$ cat src/rtl/app_hw_gpio_bridge.sv
// ---------------------------------------------------------------------------
// app_hw_gpio_bridge
//
// Parametrised OPB register-bus bridge between a generic hardware input
// vector and a generic hardware output vector.
//
// It provides:
//   - a multi-flop synchroniser on every hardware input;
//   - a loopback output mode (inputs mirrored onto outputs, wrapping modulo
//     NUM_IN) or a register-driven output mode;
//   - sticky per-bit edge flags (rise/fall enable, write-1-to-clear) that
//     feed a level interrupt;
//   - a saturating event counter on one selectable channel.
//
// Ports:
//   OPB_CLK   in   1        clock for all logic
//   OPB_RST   in   1        synchronous, active-high reset
//   OPB_DI    in   32       bus write data
//   OPB_DO    out  32       bus read data, registered, held between reads
//   OPB_ADDR  in   32       byte address, only [4:2] decoded
//   APP_RE    in   1        one-cycle read strobe
//   APP_WE    in   1        one-cycle write strobe (wins over APP_RE)
//   HW_IN     in   NUM_IN   asynchronous hardware inputs
//   HW_OUT    out  NUM_OUT  registered hardware outputs
//   APP_IRQ   out  1        level interrupt, IRQ_EN & |EDGE_STAT, registered
//
// Register map (word offsets):
//   0x00 CTRL      bit0 MODE, bit1 IRQ_EN, [12:8] CNT_SEL
//   0x04 OUT_REG   [NUM_OUT-1:0]
//   0x08 IN_RAW    synchronised inputs (RO)
//   0x0C EDGE_STAT sticky edge flags (W1C)
//   0x10 RISE_EN
//   0x14 FALL_EN
//   0x18 EVT_CNT   event counter (RO, any write clears)
//   0x1C VERSION   {8'h02, NUM_IN, NUM_OUT, SYNC_STAGES}
// ---------------------------------------------------------------------------
module app_hw_gpio_bridge #(
    parameter int NUM_IN      = 9,
    parameter int NUM_OUT     = 17,
    parameter int SYNC_STAGES = 2,
    parameter int CNT_WIDTH   = 16
) (
    input  logic               OPB_CLK,
    input  logic               OPB_RST,
    input  logic [31:0]        OPB_DI,
    output logic [31:0]        OPB_DO,
    input  logic [31:0]        OPB_ADDR,
    input  logic               APP_RE,
    input  logic               APP_WE,
    input  logic [NUM_IN-1:0]  HW_IN,
    output logic [NUM_OUT-1:0] HW_OUT,
    output logic               APP_IRQ
);

    localparam logic [2:0] ADDR_CTRL    = 3'd0;
    localparam logic [2:0] ADDR_OUT_REG = 3'd1;
    localparam logic [2:0] ADDR_IN_RAW  = 3'd2;
    localparam logic [2:0] ADDR_EDGE    = 3'd3;
    localparam logic [2:0] ADDR_RISE_EN = 3'd4;
    localparam logic [2:0] ADDR_FALL_EN = 3'd5;
    localparam logic [2:0] ADDR_EVT_CNT = 3'd6;
    localparam logic [2:0] ADDR_VERSION = 3'd7;

    localparam logic [31:0] VERSION_WORD =
        {8'h02, 8'(NUM_IN), 8'(NUM_OUT), 8'(SYNC_STAGES)};

    // Widened so CNT_SEL (0..31) can be compared against NUM_IN (up to 32).
    localparam logic [5:0] NUM_IN_W = 6'(NUM_IN);

    // ------------------------------------------------------------------
    // State
    // ------------------------------------------------------------------
    logic [SYNC_STAGES-1:0][NUM_IN-1:0] sync_q, sync_d;
    logic [NUM_IN-1:0]    in_d_q, in_d_d;
    logic                 mode_q, mode_d;
    logic                 irq_en_q, irq_en_d;
    logic [4:0]           cnt_sel_q, cnt_sel_d;
    logic [NUM_OUT-1:0]   out_reg_q, out_reg_d;
    logic [NUM_IN-1:0]    edge_stat_q, edge_stat_d;
    logic [NUM_IN-1:0]    rise_en_q, rise_en_d;
    logic [NUM_IN-1:0]    fall_en_q, fall_en_d;
    logic [CNT_WIDTH-1:0] evt_cnt_q, evt_cnt_d;
    logic [NUM_OUT-1:0]   hw_out_q, hw_out_d;
    logic [31:0]          opb_do_q, opb_do_d;
    logic                 irq_q, irq_d;

    // ------------------------------------------------------------------
    // Combinational helpers
    // ------------------------------------------------------------------
    logic [NUM_IN-1:0]  in_s;
    logic [NUM_OUT-1:0] loop_vec;
    logic [NUM_IN-1:0]  rise, fall, evt;
    logic [31:0]        evt_pad;
    logic               cnt_hit;
    logic [2:0]         reg_sel;
    logic               wr_en, rd_en;
    logic [31:0]        rdata;
    logic [NUM_IN-1:0]  w1c_mask;

    // Address bits outside [4:2] and write-data bits beyond the register
    // widths are intentionally ignored.
    logic unused_bus_bits;
    assign unused_bus_bits = ^{OPB_ADDR[31:5], OPB_ADDR[1:0], OPB_DI};

    assign in_s = sync_q[SYNC_STAGES-1];

    // Loopback wiring: output k mirrors synchronised input (k mod NUM_IN).
    generate
        for (genvar gi = 0; gi < NUM_OUT; gi++) begin : g_loop
            assign loop_vec[gi] = in_s[gi % NUM_IN];
        end
    endgenerate

    always_comb begin
        // Bus decode; a simultaneous write suppresses the read.
        reg_sel = OPB_ADDR[4:2];
        wr_en   = APP_WE;
        rd_en   = APP_RE & ~APP_WE;

        // Synchroniser shift and the extra delay flop used for edge detect.
        sync_d = {sync_q[SYNC_STAGES-2:0], HW_IN};
        in_d_d = in_s;

        rise = in_s & ~in_d_q;
        fall = ~in_s & in_d_q;
        evt  = (rise & rise_en_q) | (fall & fall_en_q);

        // Register defaults: hold.
        mode_d    = mode_q;
        irq_en_d  = irq_en_q;
        cnt_sel_d = cnt_sel_q;
        out_reg_d = out_reg_q;
        rise_en_d = rise_en_q;
        fall_en_d = fall_en_q;

        if (wr_en) begin
            case (reg_sel)
                ADDR_CTRL: begin
                    mode_d    = OPB_DI[0];
                    irq_en_d  = OPB_DI[1];
                    cnt_sel_d = OPB_DI[12:8];
                end
                ADDR_OUT_REG: out_reg_d = OPB_DI[NUM_OUT-1:0];
                ADDR_RISE_EN: rise_en_d = OPB_DI[NUM_IN-1:0];
                ADDR_FALL_EN: fall_en_d = OPB_DI[NUM_IN-1:0];
                default: ;
            endcase
        end

        // Sticky flags: a new edge in the same cycle as its clear keeps
        // the flag set, so no event is ever lost.
        w1c_mask    = (wr_en && reg_sel == ADDR_EDGE) ? OPB_DI[NUM_IN-1:0] : '0;
        edge_stat_d = (edge_stat_q & ~w1c_mask) | evt;

        // Event counter: zero-padded so an out-of-range CNT_SEL never hits.
        evt_pad = 32'(evt);
        cnt_hit = ({1'b0, cnt_sel_q} < NUM_IN_W) && evt_pad[cnt_sel_q];
        if (wr_en && reg_sel == ADDR_EVT_CNT) begin
            evt_cnt_d = '0;
        end else if (cnt_hit && evt_cnt_q != {CNT_WIDTH{1'b1}}) begin
            evt_cnt_d = evt_cnt_q + 1'b1;
        end else begin
            evt_cnt_d = evt_cnt_q;
        end

        hw_out_d = mode_q ? out_reg_q : loop_vec;
        irq_d    = irq_en_q & (|edge_stat_q);

        // Read mux; unused bits read as zero.
        case (reg_sel)
            ADDR_CTRL:    rdata = {19'b0, cnt_sel_q, 6'b0, irq_en_q, mode_q};
            ADDR_OUT_REG: rdata = 32'(out_reg_q);
            ADDR_IN_RAW:  rdata = 32'(in_s);
            ADDR_EDGE:    rdata = 32'(edge_stat_q);
            ADDR_RISE_EN: rdata = 32'(rise_en_q);
            ADDR_FALL_EN: rdata = 32'(fall_en_q);
            ADDR_EVT_CNT: rdata = 32'(evt_cnt_q);
            ADDR_VERSION: rdata = VERSION_WORD;
            default:      rdata = '0;
        endcase
        opb_do_d = rd_en ? rdata : opb_do_q;
    end

    // ------------------------------------------------------------------
    // Registers
    // ------------------------------------------------------------------
    always_ff @(posedge OPB_CLK) begin
        if (OPB_RST) begin
            sync_q      <= '0;
            in_d_q      <= '0;
            mode_q      <= 1'b0;
            irq_en_q    <= 1'b0;
            cnt_sel_q   <= '0;
            out_reg_q   <= '0;
            edge_stat_q <= '0;
            rise_en_q   <= '0;
            fall_en_q   <= '0;
            evt_cnt_q   <= '0;
            hw_out_q    <= '0;
            opb_do_q    <= '0;
            irq_q       <= 1'b0;
        end else begin
            sync_q      <= sync_d;
            in_d_q      <= in_d_d;
            mode_q      <= mode_d;
            irq_en_q    <= irq_en_d;
            cnt_sel_q   <= cnt_sel_d;
            out_reg_q   <= out_reg_d;
            edge_stat_q <= edge_stat_d;
            rise_en_q   <= rise_en_d;
            fall_en_q   <= fall_en_d;
            evt_cnt_q   <= evt_cnt_d;
            hw_out_q    <= hw_out_d;
            opb_do_q    <= opb_do_d;
            irq_q       <= irq_d;
        end
    end

    assign OPB_DO  = opb_do_q;
    assign HW_OUT  = hw_out_q;
    assign APP_IRQ = irq_q;

endmodule

$ cat config.mk
export PLATFORM = sky130hd
export DESIGN_NAME = app_hw_gpio_bridge
export DESIGN_NICKNAME = d
export VERILOG_FILES = /design/src/rtl/app_hw_gpio_bridge.sv
export SDC_FILE = /design/constraint.sdc
export NUM_CORES = 1
export LEC_CHECK = 0
export ABC_AREA = 1
export BUFFER_PORTS_ARGS = -buffer_cell sky130_fd_sc_hd__buf_2
export CORE_AREA = 8 8 137 101
export CTS_CLUSTER_DIAMETER = 200
export DETAILED_ROUTE_END_ITERATION = 12
export DIE_AREA = 0 0 145 109
export PLACE_DENSITY = 0.75
export SYNTH_ARGS = -nofsm -noshare
export SYNTH_HDL_FRONTEND = slang
export SYNTH_SLANG_ARGS = --single-unit
$ cat constraint.sdc
create_clock -name OPB_CLK -period 1.59 [get_ports OPB_CLK]
set_input_delay 0.2385 -clock OPB_CLK [delete_from_list [all_inputs] [get_ports OPB_CLK]]
set_output_delay 0.2385 -clock OPB_CLK [all_outputs]
set_load 0.01 [all_outputs]
==> results of run 1 <==
==> final cells by class <==
type | instances | area (µm²) | area share
antenna | 1 | 2.50 | 0.000346
clock buffer | 22 | 474 | 0.0656
clock inverter | 9 | 130 | 0.0180
inverter | 95 | 359 | 0.0497
multi-input combinational | 485 | 2510 | 0.347
sequential | 130 | 2620 | 0.363
tap | 162 | 203 | 0.0280
timing repair buffer | 130 | 930 | 0.129
==> sequential cells by signal (all words and copies together) (netlist names), 9 cells and up <==
register / flops
HW_OUT: 17
OPB_DO: 18
edge_stat_q: 9
evt_cnt_q: 16
fall_en_q: 9
in_d_d: 9
in_d_q: 9
out_reg_q: 17
rise_en_q: 9
sync_d: 9
==> routing by layer <==
layer / GRT usage / part of all wire
met1: 0.292 / 0.45
met2: 0.339 / 0.43
met3: 0.0634 / 0.087
met4: 0.109 / 0.030
met5: 0 / 0
==> worst max-delay path by stage <==
stage                       startpoint            end  slack [ns]  depth (start not counted)
after CTS                    in_d_d[3]   evt_cnt_q[6]      0.0006                         12
after detailed placement     in_d_d[7]   evt_cnt_q[6]      -0.001                         10
after floorplan           evt_cnt_q[0]  evt_cnt_q[10]        0.03                          8
after global placement       in_d_d[7]   evt_cnt_q[7]        0.02                         10
final                     cnt_sel_q[0]   evt_cnt_q[6]       -0.07                         12
after global routing         in_d_d[1]  evt_cnt_q[13]       -0.13                         12
==> cells in the mapped netlist, types with 9 or more instances <==
library cell  count
buf_4            15
inv_1            89
clkbuf_1         23
dfxtp_1         130
o21ai_0          68
xor2_1           11
nor2_1           63
a21oi_1          81
nand4_1          20
o22ai_1           9
a21oi_2          10
nand2_1         134
a31oi_1          10
nand3_1          33
==> worst reg2reg max path: stages (launching register included) <==
cell and delay [ns]:
dfxtp_4 0.38, inv_4 0.04, nor2_4 0.14, inv_1 0.07, nor2_2 0.10, nor2_2 0.05, nand2_1 0.09, nand3_2 0.11
buf_6 0.14, nand3_4 0.12, buf_12 0.15, nand2_1 0.07, a21oi_2 0.12
==> cell families after synthesis <==
group                    Yosys count
AND/OR/NAND/NOR                  268
AO/OA/AOI/OAI                    191
flip-flops                       130
buffers and inverters            141
XOR/XNOR                          12
adder cells (fa/ha/maj)            1
other                              1
==> stage by stage <==
| stage | utilization | TNS, ns | instance area [µm²] | setup WS, ns | power [µW] |
|---|---|---|---|---|---|
| after floorplan | - | 0 | 5610 | 0.0269 | 3790 |
| after global placement | 0.537 | 0 | 6380 | 0.0203 | 4020 |
| after detailed placement | 0.537 | -0.00101 | 6380 | -0.00101 | 4030 |
| after CTS | 0.600 | 0 | 7120 | 0.000607 | 8050 |
| after global routing | 0.609 | -1.85 | 7230 | -0.134 | 8310 |
| final | 0.609 | -0.611 | 7230 | -0.0701 | 8060 |
==> what timing repair did <==
item,4_1_cts,5_1_grt
gates resized for setup,24,34
setup endpoints to repair,16,16
gates cloned,2,0
setup buffers,4,2
pin swaps,5,16
hold endpoints to repair,0,0
==> where the power goes <==
group | switching (µW) | internal, µW
sequential | 58.8 | 3350
combinational | 400 | 248
clock | 1420 | 2570
total | 1880 | 6180
==> flow_summary.ini, run 1 <==
[run_status]
status = complete, but fails checks
violations = setup timing

[die]
core_area_um2 = 11900
initial_core_util = 0.468
io_pins = 127
placementRows = 34
die_h_um = 109
die_width_um = 145
die_area_um2 = 15800

[route]
firstDrtPassIters = 5
wire_per_inst_um = 17.1
antenna_left = 0
totalWireLength_mm = 17.6
vias_per_cell = 5.45
vias = 5638
drt_iter0_drc = 581
route.detailed.drc = 0

[critical_path]
cp.required_ns = 1.94
path_max_fanout = 8
rr_startpoint = cnt_sel_q[0]
path_class = flip-flop to flip-flop
critPathTopFamily = simple AND/OR/NAND/NOR gates
crit_buf_inv = 4
worstPathArrival_ns = 2.01
r2r_slack_ns = -0.07
r2r_end = evt_cnt_q[6]
cp_slowest_cell = dfxtp_4
crit_chain = inv_4 > nor2_4 > inv_1 > nor2_2 > nor2_2 > nand2_1 > nand3_2 > buf_6 > nand3_4 > buf_12 > nand2_1 > a21oi_2
r2r_cells = 12
critPathLaunchType = flip-flop
slowest_delay_ns = 0.38
end_kind = flip-flop

[synth]
async_flop_share = 0
yosys_warnings = 0
avgSynthCellArea_um2 = 7.47
synth_compound_area_frac = 0.191
synthCells = 744
synth_seq_cells = 130
synth_top_area_share = 0.468
synthMuxAreaShare = 0
synth_flop_cell = dfxtp_1
synth_cell_type_count = 39
synth_top_family_by_area = simple AND/OR/NAND/NOR gates
synth_seq_area_share = 0.468
synth-simple-area-share = 0.211
synth_area_leaders = dfxtp_1, nand2_1, a21oi_1
synth_edf_count = 0
synth_xor_area_frac = 0.0189
synth_fa_ha_area_frac = 0.00225
yosysTopAreaCell = dfxtp_1
syn_area_um2 = 5560

[worst_hold_path]
min_from = HW_IN[4]
min_path_type = input pin to flip-flop
min_to = sync_d[13]
whs_path_depth = 3

[clocking]
numCtsBuffers = 17
cts_tree = yes
cts_sinks = 130
insertion_delay_ns = 0.42
clockBufferDepth = 2
htree_levels = 4
cts_hold_buf = 0
root_buffer = clkbuf_16
clk_pin_slew_worst_paths_ns = 0.06

[global_route]
grt_pass1_vias = 5454
grt-ovfl-total = 0
grt_first_pass_wirelength_mm = 28.2
grt_use_total = 0.224
grt_start_max_net_pins = 46
antenna_found_initial = 0

[sta]
worst_pin_slew_ns = 0.542
fin_crit_sh = 1.04
setup_viol = 16
maxSlewViolCount = 0
relSlewSlack = 0.638
max_freq_ghz = 0.602
setup_slack_ns = -0.0701
hold_viol_final = 0
rsz0062_at_grt = yes
holdWs_ns = 0.0162
fin_crit_ns = 1.66
clock_skew_ns = 0.00726

[layout]
final-instance-count-excl-fill = 1034
final_cell_mix = nand2_1, dfxtp_1, inv_1, a21oi_1, buf_2
fill_cells = 1040
fin_nets = 937
final_layout_size_suffix_gt1_frac = 0.250
final_common_cell = nand2_1
area_growth_pct = 30.1

[placement]
post-dp-hpwl_mm = 11.8
portBuffers = 69
gp_congestion = 0.958
numPlacedInstances = 995

[power_and_ir_drop]
power.density_nw_per_um2 = 1110
peakVddDrop_mv = 0.872
power.leakage_uw = 0.00301

[flow_run]
maxCapViolations = 0
(Power assumes the default switching activity.)
==> inputs of run 2 (changes only) <==
- ABC_AREA: 1 -> default
- CORE_AREA: 8 8 137 101 -> 8 8 97 143
- DIE_AREA: 0 0 145 109 -> 0 0 105 151
- SKIP_CTS_REPAIR_TIMING: default -> 1
==> run 2 against run 1 <==
  * The flow still finishes with violations (setup timing)
  * Combinational power shrank 3.5%
  * Clock power shrank 5%
  * Critical endpoint is now evt_cnt_q[14]
  * Synthesized cell count shrank 7.7%
==> flow_summary.ini, run 2 <==
[sta]
clock_skew_ns = 0.00967
hold_viol_final = 0
setup_viol = 16
rsz0062_at_grt = yes
finalSetupTns_ns = -9.26
fin_crit_sh = 1.44
setup_slack_ns = -0.706
maxSlewViolCount = 0
fin_crit_ns = 2.30
relSlewSlack = 0.575
worst_pin_slew_ns = 0.638
max_freq_ghz = 0.436
holdWs_ns = 0.0320

[clocking]
root_buffer = clkbuf_16
insertion_delay_ns = 0.42
clk_pin_slew_worst_paths_ns = 0.06
cts_tree = yes
numCtsBuffers = 17
cts_sinks = 130
clockBufferDepth = 2
htree_levels = 4

[global_route]
grt.busiest_layer = met2
grt-ovfl-total = 0
grt_pass1_vias = 5576
antenna_found_initial = 0
grt_first_pass_wirelength_mm = 28.4
use_met2 = 0.401
use_met3 = 0.0460
grt_start_max_net_pins = 64
grt_util_met1 = 0.241
grt_use_total = 0.226

[synth]
synthCells = 687
yosysMostFrequentCell = nand2_1
synth_seq_cells = 130
synth_seq_area_share = 0.464
synth_top_area_share = 0.464
synth_area_leaders = dfxtp_1, nand2_1, a21oi_1
synth_cell_type_count = 47
yosysTopAreaCell = dfxtp_1
yosys_warnings = 0
synthTopCellsByCount = nand2_1, dfxtp_1, a21oi_1
synth_flop_cell = dfxtp_1
avgSynthCellArea_um2 = 8.16
syn_area_um2 = 5610
async_flop_share = 0
synth_edf_count = 0

[die]
die_h_um = 151
die_width_um = 105
io_pins = 127
initial_core_util = 0.477
core_area_um2 = 11800
die_area_um2 = 15900
placementRows = 49

[layout]
largest_register_ff_count = 18
final_common_cell = nand2_1
final_area_um2 = 7450
final_layout_size_suffix_gt1_frac = 0.281
area_growth_pct = 32.9
fin_nets = 920
antenna_cells = 0
final_cell_mix = nand2_1, dfxtp_1, buf_4, a21oi_1, buf_2

[critical_path]
cp.required_ns = 1.94
worstPathArrival_ns = 2.64
r2r_slack_ns = -0.71
path_class = flip-flop to flip-flop
path_max_fanout = 13
end_kind = flip-flop
critPathLaunchType = flip-flop

[placement]
portBuffers = 69
post-dp-hpwl_mm = 13.3
gp_congestion = 0.946
post_dp_cell_area_um2 = 6800

[run_status]
status = complete, but fails checks
violations = setup timing

[route]
vias = 5653
antenna_left = 0
drt_iter0_drc = 475
totalWireLength_mm = 17.8
firstDrtPassIters = 5
wire_per_inst_um = 17.7
route.detailed.drc = 0
vias_per_cell = 5.61

[worst_hold_path]
min_path_type = input pin to flip-flop

[power_and_ir_drop]
combinationalPowerShare = 0.080
power.leakage_uw = 0.00304
seqPwrFrac = 0.434
power_uw = 7830
power.density_nw_per_um2 = 1050
pwr-share-clk = 0.486
switchingPower_uw = 1890
switching_share = 0.241
peakVddDrop_mv = 0.789
intPower_uw = 5940

[flow_run]
maxCapViolations = 0
==> run 2: cell types whose count changed in the layout (fill, tap and decap cells not counted), sizes merged, moves of 11 or more <==
cell,before,now
inv,91,9
nand2b,0,16
nor2b,0,31
nand4,21,8
a221oi,1,12
o21ai,69,18
nand3,35,8
xor2,11,0
nand2,135,149
buf,130,182
nor2,64,48
mux2i,0,17
==> run 2: layout make-up <==
class	instances	area, µm²
tap	153	191
fill	1026	4320
clock buffer	18	439
sequential	130	2610
multi-input combinational	503	2820
inverter	8	30.0
timing repair buffer	182	1220
clock inverter	13	136
==> run 2: cells by family after synthesis <==
group	share of synthesized area
compound gates	0.167
fa+ha+maj	0.00223
other cells	0.000669
simple gates	0.259
flops	0.464
mux	0.0524
buf+inv	0.0544
==> run 2: critical path, cell delays in order (launching register included) <==
cell and delay [ns]:
dfxtp_1 0.40, nand2_1 0.10, o211ai_1 0.26, a41oi_1 0.20
a311o_2 0.49, buf_6 0.17, or4_1 0.47, a21oi_1 0.13
==> run 2: power by group through the flow <==
| stage | Sequential [µW] | Clock, µW | Combinational, µW |
|---|---|---|---|
| floorplan | 3470 | 0 | 328 |
| global placement | 3460 | 0 | 592 |
| detailed placement | 3470 | 0 | 604 |
| CTS | 3400 | 3820 | 609 |
| global route | 3410 | 3970 | 676 |
| finish | 3400 | 3810 | 626 |
==> run 2: final timing paths <==
kind	startpoint	to	depth (start not counted)
setup / recovery	in_d_d[4]	evt_cnt_q[14]	7
hold / removal	HW_IN[2]	sync_d[11]	2
setup reg to reg	in_d_d[4]	evt_cnt_q[14]	7
hold reg to reg	sync_d[13]	in_d_d[4]	1
==> run 2: per-layer routing <==
layer | part of all wire | vias to the layer above
met5 | 0 | -
met4 | 0.049 | 0
met3 | 0.068 | 63
met2 | 0.51 | 252
met1 | 0.37 | 2672
li1 | - | 2666
==> run 2: stage by stage <==
step | utilization | cells | setup slack [ns]
3_3_place_gp | 0.577 | 974 | -0.647
4_1_cts | 0.626 | 1005 | -0.739
5_1_grt | 0.633 | 1007 | -0.785
6_report | 0.633 | 1007 | -0.706
3_5_place_dp | 0.577 | 974 | -0.729
2_1_floorplan | - | 699 | -0.517
